`src/rtl/hazard_scoreboard.sv`:
```
// Producer-side hazard scoreboard for the five-stage MIPS pipeline.
// Tracks in-flight GPR writers (EX/MEM/WB) and the HI/LO unit; raises stall when forwarding cannot help.
module hazard_scoreboard #(
    parameter int MULT_LAT = 5,
    parameter int DIV_LAT  = 10
) (
    input  logic       clk,
    input  logic       reset,
    input  logic [4:0] ra1_id,
    input  logic [4:0] ra2_id,
    input  logic [1:0] tuse1_id,
    input  logic [1:0] tuse2_id,
    input  logic [4:0] wa_id,
    input  logic [1:0] tnew_id,
    input  logic       md_start_id,
    input  logic       md_isdiv_id,
    input  logic       md_use_id,
    input  logic       flush,
    output logic       stall,
    output logic       md_busy,
    output logic [1:0] tnew_ex
);

    logic [4:0] ex_wa_q, ex_wa_d, mem_wa_q, mem_wa_d, wb_wa_q, wb_wa_d;
    logic [1:0] ex_tnew_q, ex_tnew_d, mem_tnew_q, mem_tnew_d, wb_tnew_q, wb_tnew_d;
    logic [3:0] md_cnt_q, md_cnt_d;
    logic       md_pend_q, md_pend_d;
    logic       md_isdiv_q, md_isdiv_d;

    logic hazard_1, hazard_2, md_hazard;

    function automatic logic [1:0] sat_dec(input logic [1:0] t);
        return (t == 2'd0) ? 2'd0 : t - 2'd1;
    endfunction

    // Youngest matching writer decides, mirroring the forwarding mux priority.
    function automatic logic operand_hazard(
        input logic [4:0] ra, input logic [1:0] tuse,
        input logic [4:0] ex_wa, input logic [1:0] ex_tnew,
        input logic [4:0] mem_wa, input logic [1:0] mem_tnew,
        input logic [4:0] wb_wa, input logic [1:0] wb_tnew
    );
        logic hz;
        hz = 1'b0;
        if (tuse != 2'd3 && ra != 5'd0) begin
            if (ex_wa == ra)       hz = (ex_tnew > tuse);
            else if (mem_wa == ra) hz = (mem_tnew > tuse);
            else if (wb_wa == ra)  hz = (wb_tnew > tuse);
        end
        return hz;
    endfunction

    always_comb begin
        hazard_1  = operand_hazard(ra1_id, tuse1_id, ex_wa_q, ex_tnew_q,
                                   mem_wa_q, mem_tnew_q, wb_wa_q, wb_tnew_q);
        hazard_2  = operand_hazard(ra2_id, tuse2_id, ex_wa_q, ex_tnew_q,
                                   mem_wa_q, mem_tnew_q, wb_wa_q, wb_tnew_q);
        md_busy   = (md_cnt_q != 4'd0);
        md_hazard = (md_start_id | md_use_id) & (md_busy | md_pend_q);
        stall     = hazard_1 | hazard_2 | md_hazard;
        tnew_ex   = ex_tnew_q;
    end

    always_comb begin
        wb_wa_d    = mem_wa_q;
        wb_tnew_d  = sat_dec(mem_tnew_q);
        mem_wa_d   = ex_wa_q;
        mem_tnew_d = sat_dec(ex_tnew_q);
        ex_wa_d    = stall ? 5'd0 : wa_id;
        ex_tnew_d  = stall ? 2'd0 : tnew_id;
        if (flush) begin
            wb_wa_d    = 5'd0;
            wb_tnew_d  = 2'd0;
            mem_wa_d   = 5'd0;
            mem_tnew_d = 2'd0;
            ex_wa_d    = 5'd0;
            ex_tnew_d  = 2'd0;
        end

        // A flushed pending op never starts counting; a running count is left alone.
        md_pend_d  = md_start_id & ~stall & ~flush;
        md_isdiv_d = md_pend_d ? md_isdiv_id : md_isdiv_q;
        md_cnt_d   = md_cnt_q;
        if (md_pend_q && !flush)
            md_cnt_d = md_isdiv_q ? 4'(DIV_LAT) : 4'(MULT_LAT);
        else if (md_cnt_q != 4'd0)
            md_cnt_d = md_cnt_q - 4'd1;
    end

    always_ff @(posedge clk) begin
        if (!reset) begin
            ex_wa_q    <= 5'd0;
            ex_tnew_q  <= 2'd0;
            mem_wa_q   <= 5'd0;
            mem_tnew_q <= 2'd0;
            wb_wa_q    <= 5'd0;
            wb_tnew_q  <= 2'd0;
            md_cnt_q   <= 4'd0;
            md_pend_q  <= 1'b0;
            md_isdiv_q <= 1'b0;
        end else begin
            ex_wa_q    <= ex_wa_d;
            ex_tnew_q  <= ex_tnew_d;
            mem_wa_q   <= mem_wa_d;
            mem_tnew_q <= mem_tnew_d;
            wb_wa_q    <= wb_wa_d;
            wb_tnew_q  <= wb_tnew_d;
            md_cnt_q   <= md_cnt_d;
            md_pend_q  <= md_pend_d;
            md_isdiv_q <= md_isdiv_d;
        end
    end

endmodule

```
`config.mk`:
```
export PLATFORM = sky130hd
export DESIGN_NAME = hazard_scoreboard
export DESIGN_NICKNAME = d
export VERILOG_FILES = /design/src/rtl/hazard_scoreboard.sv
export SDC_FILE = /design/constraint.sdc
export NUM_CORES = 1
export LEC_CHECK = 0
export BUFFER_PORTS_ARGS = -buffer_cell sky130_fd_sc_hd__clkbuf_2
export CAP_MARGIN = 15
export CORE_MARGIN = 5
export CORE_UTILIZATION = 27
export CTS_CLUSTER_DIAMETER = 80
export DETAILED_ROUTE_END_ITERATION = 16
export GPL_ROUTABILITY_DRIVEN = 0
export PLACE_DENSITY = 0.42
export SLEW_MARGIN = 20
export SYNTH_ARGS = -nofsm -noshare
export SYNTH_HDL_FRONTEND = slang
export SYNTH_SLANG_ARGS = --single-unit
export TNS_END_PERCENT = 10
```
`constraint.sdc`:
```
create_clock -name clk -period 3.7 [get_ports clk]
set_clock_uncertainty 0.1 [all_clocks]
set_input_delay 1.11 -clock clk [delete_from_list [all_inputs] [get_ports clk]]
set_output_delay 1.11 -clock clk [all_outputs]
set_load 0.02 [all_outputs]
```
==> metrics, run 1 <==
1st-iter DRT viols=54; most common cell after layout, fill and taps aside=dfxtp_1; CTS max path bufs=2; failing checks=setup timing; vias per inst=about 4.5; final net count=270; crit end category=primary output; total of warnings raised by yosys=0; number of max-cap violations=0; Slew Viols, Final=0; Tcrit/Tclk final=101.1%; initial antenna violation count=0; Worst-Margin Slew=0.3088 ns; worst skew pair latency=approximately 0.28 ns; commonest cells after routing, fill and taps aside=dfxtp_1, clkbuf_2, buf_4; starting density of the core=28.13%; H-tree Lvls=1; Mapped Nets=216; # placed instances=292; Layout area overhead=39.33%; # diodes=0; worst path arrival time=2.53 ns; DRC=0; DR vias=~1300; Max Clock Freq=267.4 MHz; CTS Root Cell=clkbuf_8; I/O pin count=31; Final WS setup=-0.03993 ns; Post-DP HPWL=3026 µm; remaining antenna violation count=0; final wirelength=3776 µm; wire per inst=12.67 µm; synth top area cells=dfxtp_1, ha_1, xnor2_1, xor2_1, and2_1; fin cells=298; r2r setup slk=1.50 ns; Pwr Density=between 300 and 400 mW/mm²; RSZ-0062 raised after global routing=true; Yosys top cell area share=34.26%; gr usage total=10.51%; leakage dissipation=roughly 0.95 nW; final hold vios=0; Mapped Cells=about 170; Power Total=0.8536 mW; kind of critical path=primary input to primary output; count of input and output buffers=30; R2R Path End=md_isdiv_q; outcome=complete, but fails checks; Die X=86.45 µm; library cells used by synthesis=33; Setup-failing EPs final=1; Worst setup SP type=primary input; cell area after synthesis=approximately 0.0016 mm²; largest net degree at the start of global routing=19; CTS sink count=27; TritonCTS clock tree=yes; worst hold endpoint=wb_tnew_q[0]; post-route minimum period=3.740 ns; die height=86.45 µm; Die ar.=0.007473 mm²; Synth area leader=dfxtp_1; sequential share of the synthesized area=34.26%; Worst-path clk slew=~0.09 ns; Hold Crit Class=register to register; worst hold stages=1; layout cells sized above 1=32.30%; num rows=27; Fill cells=between 600 and 700; total CTS buffers=3; max_slew headroom=79.26%; Critical Path RT=2.49 ns; hold wc startpoint=mem_tnew_q[0]; worst r2r src=mem_wa_q[3]; first-pass GRT wire length=6216 µm; Reg2Reg Depth=8; flops & latches, synth=27; Avg Synthesized Cell Area=9.120 µm²; worst IR drop on VDD=~0.27 mV; CP max FO=3; vias in the first global route=about 1300; DRT Pass-1 Iters=4; core area=0.005608 mm²; GRT Residual Overflow=0
==> cell type report <==
type	count	area (µm²)	area share, %
clock buffer	3	41.29	1.878
clock inverter	1	5.005	0.2277
inverter	12	55.05	2.504
multi-input combinational	133	1110	50.48
sequential	27	540.5	24.59
tap	72	90.09	4.098
timing repair buffer	50	356.6	16.22
==> worst max path at each step <==
stage / from / endpoint / slack, ns
6_report: tuse1_id[1] / stall / -0.04
5_1_grt: tuse2_id[0] / stall / -0.15
4_1_cts: ra2_id[0] / stall / -0.14
3_5_place_dp: tuse1_id[1] / stall / -0.23
3_3_place_gp: tuse1_id[1] / stall / -0.22
2_1_floorplan: tuse1_id[1] / stall / 0.05
==> logic make-up (layout without fill, tap and decap cells) <==
family / Yosys count / count (layout) / synth area share, %
buffers and inverters: 13 / 66 / 3.092
DFF: 27 / 27 / 34.26
muxes: 1 / 1 / 0.6344
and+or+nand+nor: 63 / 63 / 22.76
AOI/OAI and AO/OA: 20 / 20 / 8.248
adders and majority gates: 16 / 16 / 12.69
xor gates and xnor gates: 33 / 33 / 18.32
==> synth_stat cells <==
cell / n
inv_1: 12
o21ai_1: 1
nand2_1: 11
mux2i_1: 1
o2111ai_1: 1
xnor2_1: 20
a221o_1: 2
xor2_1: 13
and3_1: 8
nor3_1: 7
ha_1: 16
a21oi_1: 5
nor2b_1: 7
nand2b_1: 2
a311oi_1: 1
dfxtp_1: 27
nor4_2: 1
nor2_1: 5
a31oi_1: 1
nor2_2: 1
a21boi_0: 2
or4_1: 2
nand4_1: 1
o22ai_1: 1
o21ai_0: 4
nand3b_1: 1
nand3_1: 4
clkbuf_1: 1
nor4_1: 2
a211oi_1: 1
nor4b_2: 1
and2_1: 10
o211ai_1: 1
==> state kept, by name, indices dropped and copies added (netlist names) <==
| signal | flops |
|---|---|
| ex_wa_q | 5 |
| tnew_ex | 2 |
| md_pend_q | 1 |
| wb_tnew_q | 2 |
| md_isdiv_q | 1 |
| mem_tnew_q | 2 |
| md_cnt_q | 4 |
| wb_wa_q | 5 |
| mem_wa_q | 5 |
==> report_power, final <==
| group | switching (mW) | internal (mW) |
|---|---|---|
| Combinational | 0.169 | 0.168 |
| Sequential | 0.0270 | 0.321 |
| Clock | 0.0935 | 0.0755 |
| Total | 0.290 | 0.564 |
==> metal layers <==
| layer | global-route usage, % | share of wire [%] | vias up |
|---|---|---|---|
| met4 | 2.975 | 0.56 | 0 |
| met2 | 14.88 | 41 | 28 |
| li1 | - | - | 697 |
| met1 | 15.84 | 53 | 610 |
| met5 | 0 | 0 | - |
| met3 | 2.186 | 5.6 | 2 |
==> repair_timing <==
| action | in CTS | in global routing |
|---|---|---|
| hold buffers | 0 | 0 |
| endpoints found under the setup margin | 1 | 1 |
| pin swaps | 9 | 12 |
| buffers inserted | 1 | 1 |
| resized for setup | 12 | 29 |
==> through the flow <==
stage | setup slack, ns | TNS, ns | utilization, % | area [µm²] | hold WS (ns)
after floorplan | 0.05238 | 0 | - | 1578 | 0.3005
after global placement | -0.2158 | -0.2158 | 34.76 | 1949 | 0.3133
after detailed placement | -0.2251 | -0.2251 | 34.76 | 1949 | 0.3073
after CTS | -0.1425 | -0.1425 | 36.90 | 2069 | 0.3237
after global routing | -0.1478 | -0.1478 | 39.20 | 2198 | 0.3480
final | -0.03993 | -0.03993 | 39.20 | 2198 | 0.3265
==> critical path, stage by stage <==
cell and delay [ns]:
buf_4 0.10, inv_4 0.04, buf_4 0.13, ha_4 0.25, nor2b_4 0.13, o21ai_2 0.06
nor3_2 0.16, nor2_1 0.06, a21oi_2 0.21, nor2_2 0.07, inv_1 0.07, clkbuf_8 0.14
(Power assumes the default switching activity.)
==> run 2: changes to the inputs <==
--- a/config.mk
+++ b/config.mk
@@ -12,6 +12,7 @@
 export CTS_CLUSTER_DIAMETER = 80
 export DETAILED_ROUTE_END_ITERATION = 16
 export GPL_ROUTABILITY_DRIVEN = 0
+export MAX_ROUTING_LAYER = met4
 export PLACE_DENSITY = 0.42
 export SLEW_MARGIN = 20
 export SYNTH_ARGS = -nofsm -noshare
==> metrics, run 2 (synthesis gave the netlist of run 1 again) <==
outcome=complete, but fails checks; failing checks=setup timing; DR vias=~1300; Final WS setup=-0.03993 ns; max incr delay on CP=0.25 ns; TritonCTS clock tree=yes; worst hold stages=1; Worst setup SP type=primary input; layout cells sized above 1=between 30% and 40%; Cell Chain, Critical Path=buf_4 -> inv_4 -> buf_4 -> ha_4 -> nor2b_4 -> o21ai_2 -> nor3_2 -> nor2_1 -> a21oi_2 -> nor2_2 -> inv_1 -> clkbuf_8; 1st-iter DRT viols=54; initial antenna violation count=0; Layout area overhead=39.33%; worst skew pair latency=0.28 ns; crit end category=primary output; CTS max path bufs=2; most used cell, CP=buf_4; Power Total=0.8540 mW; Setup-failing EPs final=1; Critical Path RT=2.49 ns; count of input and output buffers=30; DP Area=0.001949 mm²; # diodes=0; Hold Crit Class=register to register; DRT Pass-1 Iters=4; I/O pin count=31; post-route minimum period=3.740 ns; CTS sink count=27; DRC=0; max_slew headroom=79.26%; gr usage total=a little over a tenth; worst IR drop on VDD=0.2714 mV; Die X=86.45 µm; CTS Root Cell=clkbuf_8; RSZ-0062 raised after global routing=true; worst r2r src=mem_wa_q[3]; final wirelength=3781 µm; CP max FO=3; kind of critical path=primary input to primary output; Reg2Reg Depth=8; die height=86.45 µm; number of max-cap violations=0; leakage dissipation=0.9525 nW; num rows=27; worst path arrival time=~2.5 ns; first-pass GRT wire length=6216 µm; Pwr Density=388.5 mW/mm²; Tcrit/Tclk final=101.1%; post-route cell area=0.002198 mm²; wire per inst=12.69 µm; worst hold endpoint=wb_tnew_q[0]; core area=around 0.0056 mm²; Worst-Margin Slew=0.3087 ns; GRT Residual Overflow=0; most common cell after layout, fill and taps aside=dfxtp_1; R2R Path End=md_isdiv_q; Hold WS=between 0.3 and 0.4 ns; Die ar.=0.007473 mm²; final net count=270; final hold vios=0; remaining antenna violation count=0; hold wc startpoint=mem_tnew_q[0]; H-tree Lvls=1; Worst-path clk slew=0.09 ns; Regs by FF count=ex_wa_q (5), mem_wa_q (5), wb_wa_q (5); total CTS buffers=3; commonest cells after routing, fill and taps aside=dfxtp_1, clkbuf_2, buf_4; final core occ=39.20%; Fill cells=610; r2r setup slk=1.51 ns; Slew Viols, Final=0; CP max-delay cell=ha_4; Post-DP HPWL=slightly above 3000 µm; starting density of the core=28.13%; hold buffers post-CTS=0; vias per inst=4.477; Max Clock Freq=267.4 MHz; vias in the first global route=1301; largest net degree at the start of global routing=19
-- run 2: cell counts in the layout (fill, tap and decap cells not counted) --
Identical to the previous run, type by type.
-- run 2: worst max-delay path, delay by kind of cell --
kind	cells	cell delay [ns]
AND/OR/NAND/NOR	4	0.42
adder cells (fa/ha/maj)	1	0.25
AO/OA/AOI/OAI	2	0.27
buffers and inverters	5	0.48
-- run 2: timing repair --
| action | in CTS | in global routing |
|---|---|---|
| setup endpoints to repair | 1 | 1 |
| buffers inserted | 1 | 1 |
| pin swaps | 9 | 12 |
| resized for setup | 12 | 29 |
| hold endpoints to repair | 0 | 0 |
-- run 2: area by class of cell --
cell class | instances | area (µm²) | share of cell area (%)
clock buffers | 3 | 41.29 | 1.878
clock inverters | 1 | 5.005 | 0.2277
inverters | 12 | 55.05 | 2.504
multi-input cells | 133 | 1110 | 50.48
flip-flops and latches | 27 | 540.5 | 24.59
well taps | 72 | 90.09 | 4.098
repair buffers | 50 | 356.6 | 16.22
-- run 2: through the flow --
step	setup slack [ns]	setup TNS, ns	instances
2_1_floorplan	0.05238	0	173
5_1_grt	-0.1478	-0.1478	298
4_1_cts	-0.1425	-0.1425	297
3_3_place_gp	-0.2158	-0.2158	292
6_report	-0.03993	-0.03993	298
3_5_place_dp	-0.2251	-0.2251	292
-- run 2: worst max path at each step --
stage | startpoint | endpoint | slack (ns) | cells past startpoint
6_report | tuse1_id[1] | stall | -0.04 | 12
3_5_place_dp | tuse1_id[1] | stall | -0.23 | 11
3_3_place_gp | tuse1_id[1] | stall | -0.22 | 11
5_1_grt | tuse2_id[0] | stall | -0.15 | 10
4_1_cts | ra2_id[0] | stall | -0.14 | 9
2_1_floorplan | tuse1_id[1] | stall | 0.05 | 9
-- run 2: power breakdown --
| part | switching, mW | internal, mW | total (mW) |
|---|---|---|---|
| logic | 0.169 | 0.168 | 0.337 |
| clock network | 0.0935 | 0.0755 | 0.169 |
| registers | 0.0271 | 0.321 | 0.348 |
| total | 0.290 | 0.564 | 0.854 |
-- run 2: layer usage --
layer / share of wire (%) / routed length (µm) / GRT usage, %
met1: 54 / 2028 / 16.01
met2: 41 / 1549 / 14.88
met3: 4.8 / 180 / 1.901
met4: 0.56 / 21 / 2.975
met5: 0 / 0 / -
